<file path="src/rtl/tm1638_responder.sv">
// Device-side TM1638 emulator: decodes host commands on STB/CLK/DIO,
// holds the 16-byte display RAM and serves the 4-byte key-scan read.
module tm1638_responder #(
  parameter int SYNC_STAGES = 2
) (
  input  logic         clk,
  input  logic         rst,
  input  logic         tm1638_strobe,
  input  logic         tm1638_clk,
  input  logic         dio_in,
  output logic         dio_out,
  output logic         dio_oe,
  input  logic [7:0]   keys_in,
  output logic [127:0] ram_flat,
  output logic         display_on,
  output logic [2:0]   display_level,
  output logic         frame_done
);

  typedef enum logic [2:0] {
    IDLE, CMD, WRITE, READ, IGNORE
  } state_t;

  logic [SYNC_STAGES-1:0] stb_sync_q, sclk_sync_q, dio_sync_q;
  logic stb_prev_q, sclk_prev_q;
  logic stb_s, sclk_s, dio_s;
  logic stb_rise, stb_fall, sclk_rise, sclk_fall;

  state_t state_q, state_d;
  logic [2:0] bit_cnt_q, bit_cnt_d;
  logic [2:0] byte_idx_q, byte_idx_d;
  logic [7:0] shift_q, shift_d;
  logic [7:0] snap_q, snap_d;
  logic [3:0] addr_q, addr_d;
  logic fixed_q, fixed_d;
  logic wrote_q, wrote_d;
  logic [15:0][7:0] ram_q, ram_d;
  logic disp_on_q, disp_on_d;
  logic [2:0] level_q, level_d;
  logic dio_out_q, dio_out_d;
  logic dio_oe_q, dio_oe_d;
  logic frame_done_q, frame_done_d;
  logic [7:0] new_byte;
  logic [1:0] kidx;
  logic key_bit;

  // STB and sclk idle high, so their synchronizers reset high
  always_ff @(posedge clk or posedge rst) begin
    if (rst) begin
      stb_sync_q  <= '1;
      sclk_sync_q <= '1;
      dio_sync_q  <= '0;
      stb_prev_q  <= 1'b1;
      sclk_prev_q <= 1'b1;
    end else begin
      stb_sync_q  <= {stb_sync_q[SYNC_STAGES-2:0], tm1638_strobe};
      sclk_sync_q <= {sclk_sync_q[SYNC_STAGES-2:0], tm1638_clk};
      dio_sync_q  <= {dio_sync_q[SYNC_STAGES-2:0], dio_in};
      stb_prev_q  <= stb_s;
      sclk_prev_q <= sclk_s;
    end
  end

  assign stb_s     = stb_sync_q[SYNC_STAGES-1];
  assign sclk_s    = sclk_sync_q[SYNC_STAGES-1];
  assign dio_s     = dio_sync_q[SYNC_STAGES-1];
  assign stb_rise  = stb_s & ~stb_prev_q;
  assign stb_fall  = ~stb_s & stb_prev_q;
  assign sclk_rise = sclk_s & ~sclk_prev_q;
  assign sclk_fall = ~sclk_s & sclk_prev_q;
  assign new_byte  = {dio_s, shift_q[7:1]};
  assign kidx      = byte_idx_q[1:0];

  // Key byte k carries S(k+1) in bit0 and S(k+5) in bit4
  always_comb begin
    key_bit = 1'b0;
    if (byte_idx_q < 3'd4) begin
      if (bit_cnt_q == 3'd0) key_bit = snap_q[{1'b1, ~kidx}];
      if (bit_cnt_q == 3'd4) key_bit = snap_q[{1'b0, ~kidx}];
    end
  end

  always_comb begin
    state_d      = state_q;
    bit_cnt_d    = bit_cnt_q;
    byte_idx_d   = byte_idx_q;
    shift_d      = shift_q;
    snap_d       = snap_q;
    addr_d       = addr_q;
    fixed_d      = fixed_q;
    wrote_d      = wrote_q;
    ram_d        = ram_q;
    disp_on_d    = disp_on_q;
    level_d      = level_q;
    dio_out_d    = dio_out_q;
    dio_oe_d     = dio_oe_q;
    frame_done_d = 1'b0;
    if (stb_rise) begin
      state_d      = IDLE;
      dio_oe_d     = 1'b0;
      frame_done_d = wrote_q;
      wrote_d      = 1'b0;
    end else if (stb_fall) begin
      state_d   = CMD;
      bit_cnt_d = 3'd0;
      wrote_d   = 1'b0;
      dio_oe_d  = 1'b0;
    end else if (!stb_s && state_q != IDLE) begin
      if (sclk_rise) begin
        bit_cnt_d = bit_cnt_q + 3'd1;
        shift_d   = new_byte;
        if (bit_cnt_q == 3'd7) begin
          unique case (state_q)
            CMD: begin
              state_d = IGNORE;
              unique case (new_byte[7:6])
                2'b01: begin
                  if (new_byte[1:0] == 2'b00) fixed_d = new_byte[2];
                  if (new_byte[1:0] == 2'b10) begin
                    state_d    = READ;
                    snap_d     = keys_in;
                    byte_idx_d = 3'd0;
                    dio_oe_d   = 1'b1;
                    dio_out_d  = keys_in[7];
                  end
                end
                2'b11: begin
                  addr_d  = new_byte[3:0];
                  state_d = WRITE;
                end
                2'b10: begin
                  disp_on_d = new_byte[3];
                  level_d   = new_byte[2:0];
                end
                default: ;
              endcase
            end
            WRITE: begin
              ram_d[addr_q] = new_byte;
              wrote_d       = 1'b1;
              if (!fixed_q) addr_d = addr_q + 4'd1;
            end
            READ: begin
              if (byte_idx_q != 3'd4) byte_idx_d = byte_idx_q + 3'd1;
            end
            default: ;
          endcase
        end
      end else if (sclk_fall && state_q == READ) begin
        dio_out_d = key_bit;
      end
    end
  end

  always_ff @(posedge clk or posedge rst) begin
    if (rst) begin
      state_q      <= IDLE;
      bit_cnt_q    <= '0;
      byte_idx_q   <= '0;
      shift_q      <= '0;
      snap_q       <= '0;
      addr_q       <= '0;
      fixed_q      <= 1'b0;
      wrote_q      <= 1'b0;
      ram_q        <= '0;
      disp_on_q    <= 1'b0;
      level_q      <= '0;
      dio_out_q    <= 1'b0;
      dio_oe_q     <= 1'b0;
      frame_done_q <= 1'b0;
    end else begin
      state_q      <= state_d;
      bit_cnt_q    <= bit_cnt_d;
      byte_idx_q   <= byte_idx_d;
      shift_q      <= shift_d;
      snap_q       <= snap_d;
      addr_q       <= addr_d;
      fixed_q      <= fixed_d;
      wrote_q      <= wrote_d;
      ram_q        <= ram_d;
      disp_on_q    <= disp_on_d;
      level_q      <= level_d;
      dio_out_q    <= dio_out_d;
      dio_oe_q     <= dio_oe_d;
      frame_done_q <= frame_done_d;
    end
  end

  assign ram_flat      = ram_q;
  assign display_on    = disp_on_q;
  assign display_level = level_q;
  assign dio_out       = dio_out_q;
  assign dio_oe        = dio_oe_q;
  assign frame_done    = frame_done_q;

endmodule

</file>
<file path="config.mk">
export PLATFORM = sky130hd
export DESIGN_NAME = tm1638_responder
export DESIGN_NICKNAME = d
export VERILOG_FILES = /design/src/rtl/tm1638_responder.sv
export SDC_FILE = /design/constraint.sdc
export NUM_CORES = 1
export LEC_CHECK = 0
export BUFFER_PORTS_ARGS = -buffer_cell sky130_fd_sc_hd__buf_2
export CORE_ASPECT_RATIO = 1.2
export CORE_MARGIN = 4
export CORE_UTILIZATION = 45
export DETAILED_ROUTE_END_ITERATION = 16
export GPL_TIMING_DRIVEN = 0
export MAX_ROUTING_LAYER = met4
export PLACE_DENSITY = 0.74
export SLEW_MARGIN = 20
export SYNTH_ARGS = -nofsm -noshare
export SYNTH_HDL_FRONTEND = slang
export SYNTH_SLANG_ARGS = --single-unit
</file>
<file path="constraint.sdc">
create_clock -name clk -period 6.4 [get_ports clk]
set_input_delay 0.96 -clock clk [delete_from_list [all_inputs] [get_ports clk]]
set_output_delay 0.96 -clock clk [all_outputs]
set_load 0.03 [all_outputs]
</file>
Word-level counts from Yosys, hierarchy flattened
Cells that the tools add are included.
- flip-flop bits (word level): 174
- bits of input ports: 13
- output and inout bits: 135
- logic and storage cells: 152
- add/subtract/negate cells: 3
- $lt $le $gt $ge: 5
- equality and inequality tests: 19
- muxes and demuxes: 49
- bitwise logic cells: 11
- reductions and logical operators: 31
- operators with widths (kind ; number):
    bitwise mux 128 bit ; 1
    2-to-1 mux 3 bit ; 13
    demux 8 bit (select 4 bit) ; 1
    AND reduction 8 bit ; 4
    2-to-1 mux 1 bit ; 26
    nonzero test 3 bit ; 8
    one-hot mux 3 bit (2 select lines) ; 2
    AND reduction 4 bit ; 3
    AND reduction 6 bit ; 2
    != test 2 x 1 -> 1 bit, second input constant ; 5
    nonzero test 2 bit ; 5
    AND reduction 9 bit ; 1
    2-to-1 mux 4 bit ; 2
    2-to-1 mux 8 bit ; 1
    != test 2 bit, second input constant ; 4
    one-hot mux 4 bit (2 select lines) ; 1
    AND reduction 7 bit ; 1
    adder 3 x 1 -> 3 bit, second input constant ; 2
    == test 2 bit, second input constant ; 3
    == test 3 x 2 -> 1 bit, second input constant ; 2
    == test 3 bit, second input constant ; 2
    NOT 1 bit ; 6
    less-than comparator 4 x 5 -> 1 bit, second input constant ; 1
    adder 4 x 1 -> 4 bit, second input constant ; 1
    15 further kinds ; 21

Logic depth before layout (Yosys ltp)
- depth after elaboration: 9
- gate-level depth with buffers: 7
- gate-level depth less buffers: 6

Least setup slack after synthesis
OpenSTA, ideal clock, no wires.
- path type: register -> register
- start: register stb_sync_q[1]
- end: register ram_q, in the netlist ram_flat[64]
- setup time: 0.128 ns
- arrival: 2.348 ns
- data required time: 6.272 ns
- path slack: 3.924 ns
- cell stages (with the launch flop): 8
- path buffers: 1
- period minus slack after synthesis: 2.476 ns
- cell sequence: dfstp_2 inv_1 ha_1 clkbuf_1 nand2_1 nor4_4 nand2_4 mux2_1
- cells in the longest elaborated chain, start to end: 4
- elaborated cells on any way between the ends: 8
- classes of those cells: bitwise (5); reduce/logical (3)
- ends and longest elaborated chain (what ; line ; text):
    start, declared ; 24 ; logic [SYNC_STAGES-1:0] stb_sync_q, sclk_sync_q, dio_sync_q;
    start signal, assigned ; 56 ; stb_sync_q <= {stb_sync_q[SYNC_STAGES-2:0], tm1638_strobe};
    NOT 1 bit ; 68 ; assign stb_fall = ~stb_s & stb_prev_q;
    bitwise AND 1 bit ; 68 ;
    NOT 1 bit (no line) ; n/a ;
    AND reduction 6 bit (no line) (*) ; n/a ;
    end signal, assigned ; 180 ; ram_q <= ram_d;
    end, declared ; 37 ; logic [15:0][7:0] ram_q, ram_d;
Mark *: on every way between the ends. The rest lies on a longest branch, timed or not.
A chain may end at the register's enable or synchronous reset.

Worst setup path after layout
- start: register stb_sync_q[1]
- end: register ram_q, in the netlist ram_flat[102]
Same word-level chain as after synthesis.

==> results by stage <==
Run status:
- The flow ran to the end, and the final reports show no timing, DRC or antenna violations.

Final layout:
- The share of final-layout standard cells stronger than drive strength 1 is 0.521.
- Relative to the synthesized area, the layout overhead comes to 23.4%.
- Measured on the finished design, the core utilization comes to 0.564.
- The post-layout net count is 668.
- The repair_antennas step left the layout with diodes totalling 0.

Floorplan:
- From bottom edge to top edge, the die measures roughly 150 microns.
- The core box area is 15600 sq um.
- The die covers between 15000 and 20000 sq um.
- Pin placement for this block handled roughly 150 I/O pins.
- For this configuration, the core starts out at a cell density of 0.457.
- The width of the chip is 123 microns.
- The number of placement rows is 50.

CTS:
- The post-CTS setup buffer count is 0.
- The maximum level of the CTS H-tree is 4.
- The root buffer selected by CTS is sky130_fd_sc_hd__clkbuf_16.
- The clock transition at the registers of the reported paths is 70 ps.
- The number of gates resized after CTS was 0.
- TritonCTS built the clock tree.
- No sink is reached through more buffers than the 2 on the longest clock path.
- The clock reaches the later pin of the worst-skew pair after between 400 and 500 ps.
- The hold buffer count at cts is 0.
- Clock tree synthesis inserted a total of 17 buffers.
- The sink count of the clock tree is about 170.

Timing:
- The worst hold margin is around 350 ps.
- Setup violations remaining at the end of the flow were counted as 0.
- The final hold violation count came to 0.
- The post-route fraction of the period consumed by the critical path is 0.462.
- The maximum operating frequency is about 340 MHz.
- The accumulated negative setup slack is 0 ps.
- The minimum setup slack in the final design is 3450 ps.
- The transition time at the pin with the least slew margin is 657 ps.
- The number of slew-limit violations in the final report came to 0.
- The tightest slew margin relative to the limit is 0.559.
- Between clock sinks in the finished design, the worst skew comes to 8.54 ps.
- The clock period minus worst slack is 2950 ps.
- Setup repair after global routing left no endpoint under its margin.

GRT:
- Entering global routing, the biggest net connects 90 pins.
- After global routing the overflow that remains totals 0.
- The global routing met2 resource utilization is 0.347.
- The via count of the first global-routing pass was roughly 4900.
- The wire length of the first global-routing pass is 27.1 mm.
- For this run, global-route usage on met3 was measured as 0.0474.
- For this run, the total global-route usage over all layers was measured as 0.204.
- The number of antenna violations at the first check in global routing was 0.
- The fraction of met1 tracks used by global routing is 0.239.
- The most crowded layer after global routing is met2.

Placed design:
- In this run the tool buffered the top-level ports with 147 buffer cells.
- At the end of routability-driven placement, the weighted congestion stood at 0.833.
- The placed wire-length estimate is between 10 and 15 mm.
- Timing analysis after detailed placement gives a worst setup slack of 3470 ps.

Detailed routing:
- The DRC violations left is 0.
- The total length of routed wires is about 17 mm.
- Using the TritonRoute via totals, the vias-per-cell ratio works out to 5.19.
- The routed layout has ~4500 vias.
- The violation count after the first detailed-routing iteration is 139.
- Once detail routing completed, the nets flagged for antenna violations numbered 0.
- After detailed routing, the average wire length per cell comes to 19.2 microns.
- The detailed-routing iteration count for the pre-antenna-repair pass is 4.

Worst setup path:
- For the worst setup path, the data required time is 6710 ps.
- The critical setup path kind is flip-flop to flip-flop.
- The startpoint of the worst-slack reg-to-reg timing path is stb_sync_q[1].
- The largest fanout on the critical path is 10.
- The launching element type of the critical path is a flip-flop.
- The endpoint of the lowest-slack register-to-register path is ram_flat[102].
- At the worst endpoint, the arrival time is 3260 ps.
- The worst-case reg-to-reg path depth is 7.
- The worst setup path is captured at a flip-flop.
- The worst register-to-register path has a setup slack of 3450 ps.

Pwr:
- The total power is roughly 2400 uW.
- Cell internal power was estimated by the tool at roughly 1800 uW.
- For this design the total switching power over the nets is between 500 and 600 uW.
- The part of the total power dissipated in combinational logic is 0.056.
- Of the total power, the share spent switching nets is 0.238.
- The power density normalized to cell area is 270 nW/um^2.
- The analysis attributes to cell leakage a power of 0.00485 uW.
- The share of power burned in registers is 0.478.
- The maximum vdd drop is 0.000189 V.
- The share of total power dissipated in the clock network is 0.466.

Logic synthesis:
- Of the post-synthesis cell area, the dominant cell type holds 0.587.
- The number of instances in the synthesized netlist is 477.
- Synthesis instantiated 50 different standard cells from the library.
- Summing every instance area after synthesis gives 7120 sq um.
- The largest area contributor in the synthesized netlist is sky130_fd_sc_hd__dfrtp_1.
- By area the synthesized netlist is led by sky130_fd_sc_hd__dfrtp_1, sky130_fd_sc_hd__mux2_2, sky130_fd_sc_hd__mux2_1.
- The share of the Yosys chip area taken by registers is 0.609.
- For this run, the number of Yosys warnings is 0.
- Synthesis produced a netlist with a net count of 501.
- In this run the mean area of a mapped cell was 14.9 sq um.
- The synthesis-stage register bit count is around 170.

Flow run:
- Across the run, the number of max-cap violations was 0.

Hold path:
- The path with the worst hold slack has its endpoint at dio_sync_q[1].
- The type of the tightest min-delay check is flip-flop to flip-flop.
- Counting instances, the worst hold path has a depth of 0.
- The worst hold path begins at dio_sync_q[0].
[cell usage in the layout, fill, tap and decap left out, types with 5 or more instances in the layout]
cell type,n
sky130_fd_sc_hd__dfrtp_1,167
sky130_fd_sc_hd__buf_2,148
sky130_fd_sc_hd__mux2_2,132
sky130_fd_sc_hd__clkbuf_1,19
sky130_fd_sc_hd__mux2_1,18
sky130_fd_sc_hd__clkbuf_16,17
sky130_fd_sc_hd__nand2_1,15
sky130_fd_sc_hd__ha_1,11
sky130_fd_sc_hd__inv_1,10
sky130_fd_sc_hd__nand2_4,8
sky130_fd_sc_hd__o21ai_0,7
sky130_fd_sc_hd__nor2_1,6
sky130_fd_sc_hd__a21oi_1,6
sky130_fd_sc_hd__dfstp_2,6
sky130_fd_sc_hd__nand3_1,5
sky130_fd_sc_hd__inv_6,5
[per-layer routing]
metal | share of wire | wire [microns]
met3 | 0.043 | 721
met1 | 0.40 | 6640
met5 | 0 | 0
met2 | 0.54 | 8960
met4 | 0.015 | 248
[cell families after synthesis]
kind of cell	synth area share
and+or+nand+nor	0.0812
DFF	0.609
buffers and inverters	0.0181
AOI/OAI and AO/OA	0.0239
muxes	0.248
adders and majority gates	0.0193
[registers in the layout, summed over array words and instances (netlist names), 3 cells and up]
register	cells
addr_q	4
bit_cnt_q	3
byte_idx_q	3
display_level	3
ram_flat	128
shift_q	7
snap_q	8
state_q	3
[cells in the mapped netlist, drive strengths merged]
cell type / instances
nand4: 1
a22o: 2
dfrtp: 167
clkbuf: 18
and4: 2
and2: 3
nor2b: 4
nand3b: 2
buf: 3
nor3: 5
o31ai: 2
nor4: 5
nand4b: 1
o21a: 2
mux4: 2
or3: 2
inv: 11
nor2: 7
a31oi: 1
nand4bb: 2
nand2: 27
dfstp: 6
ha: 11
nor3b: 3
a21o: 1
o21ai: 7
and4b: 1
nor4bb: 1
or4b: 2
o2111ai: 1
nand2b: 4
nand3: 5
mux2i: 3
or3b: 2
a21oi: 6
mux2: 150
and3b: 1
o41ai: 4
[power by group through the flow]
stage | clock network [uW] | registers (uW) | logic, uW
after floorplan | 0 | 1150 | 85.8
after global placement | 0 | 1160 | 128
after detailed placement | 0 | 1160 | 137
after CTS | 1130 | 1140 | 137
after global routing | 1190 | 1140 | 149
final | 1110 | 1140 | 132
[cell type report]
class                   count  area [sq um]
inverters                  11          48.8
well taps                 208           260
flip-flops and latches    173          4340
fillers                  1250          6800
clock inverters            14           205
multi-input cells         272          2650
clock buffers              18           429
plain buffers              21          87.6
repair buffers            148           763
[per-stage QoR]
| step | instances | cell area (sq um) |
|---|---|---|
| 6_report | 865 | 8780 |
| 4_1_cts | 865 | 8780 |
| 3_3_place_gp | 832 | 8110 |
| 2_1_floorplan | 477 | 7120 |
| 3_5_place_dp | 833 | 8150 |
| 5_1_grt | 865 | 8780 |
[how the worst max path moves through the flow]
stage	from	endpoint	slack, ps	cells past startpoint
floorplan	rst	addr_q[0]	760	1
global placement	rst	ram_flat[30]	-790	2
detailed placement	stb_sync_q[1]	ram_flat[126]	3470	7
CTS	stb_sync_q[1]	ram_flat[126]	3460	7
global route	stb_sync_q[1]	ram_flat[126]	3230	7
finish	stb_sync_q[1]	ram_flat[102]	3450	7
[critical path: stages (launching register included)]
cell	delay [ps]
sky130_fd_sc_hd__dfstp_2	570
sky130_fd_sc_hd__inv_1	110
sky130_fd_sc_hd__ha_1	320
sky130_fd_sc_hd__clkbuf_1	340
sky130_fd_sc_hd__nand2_1	210
sky130_fd_sc_hd__nor4_2	500
sky130_fd_sc_hd__nand2_1	390
sky130_fd_sc_hd__mux2_1	410
(Power assumes the default switching activity.)
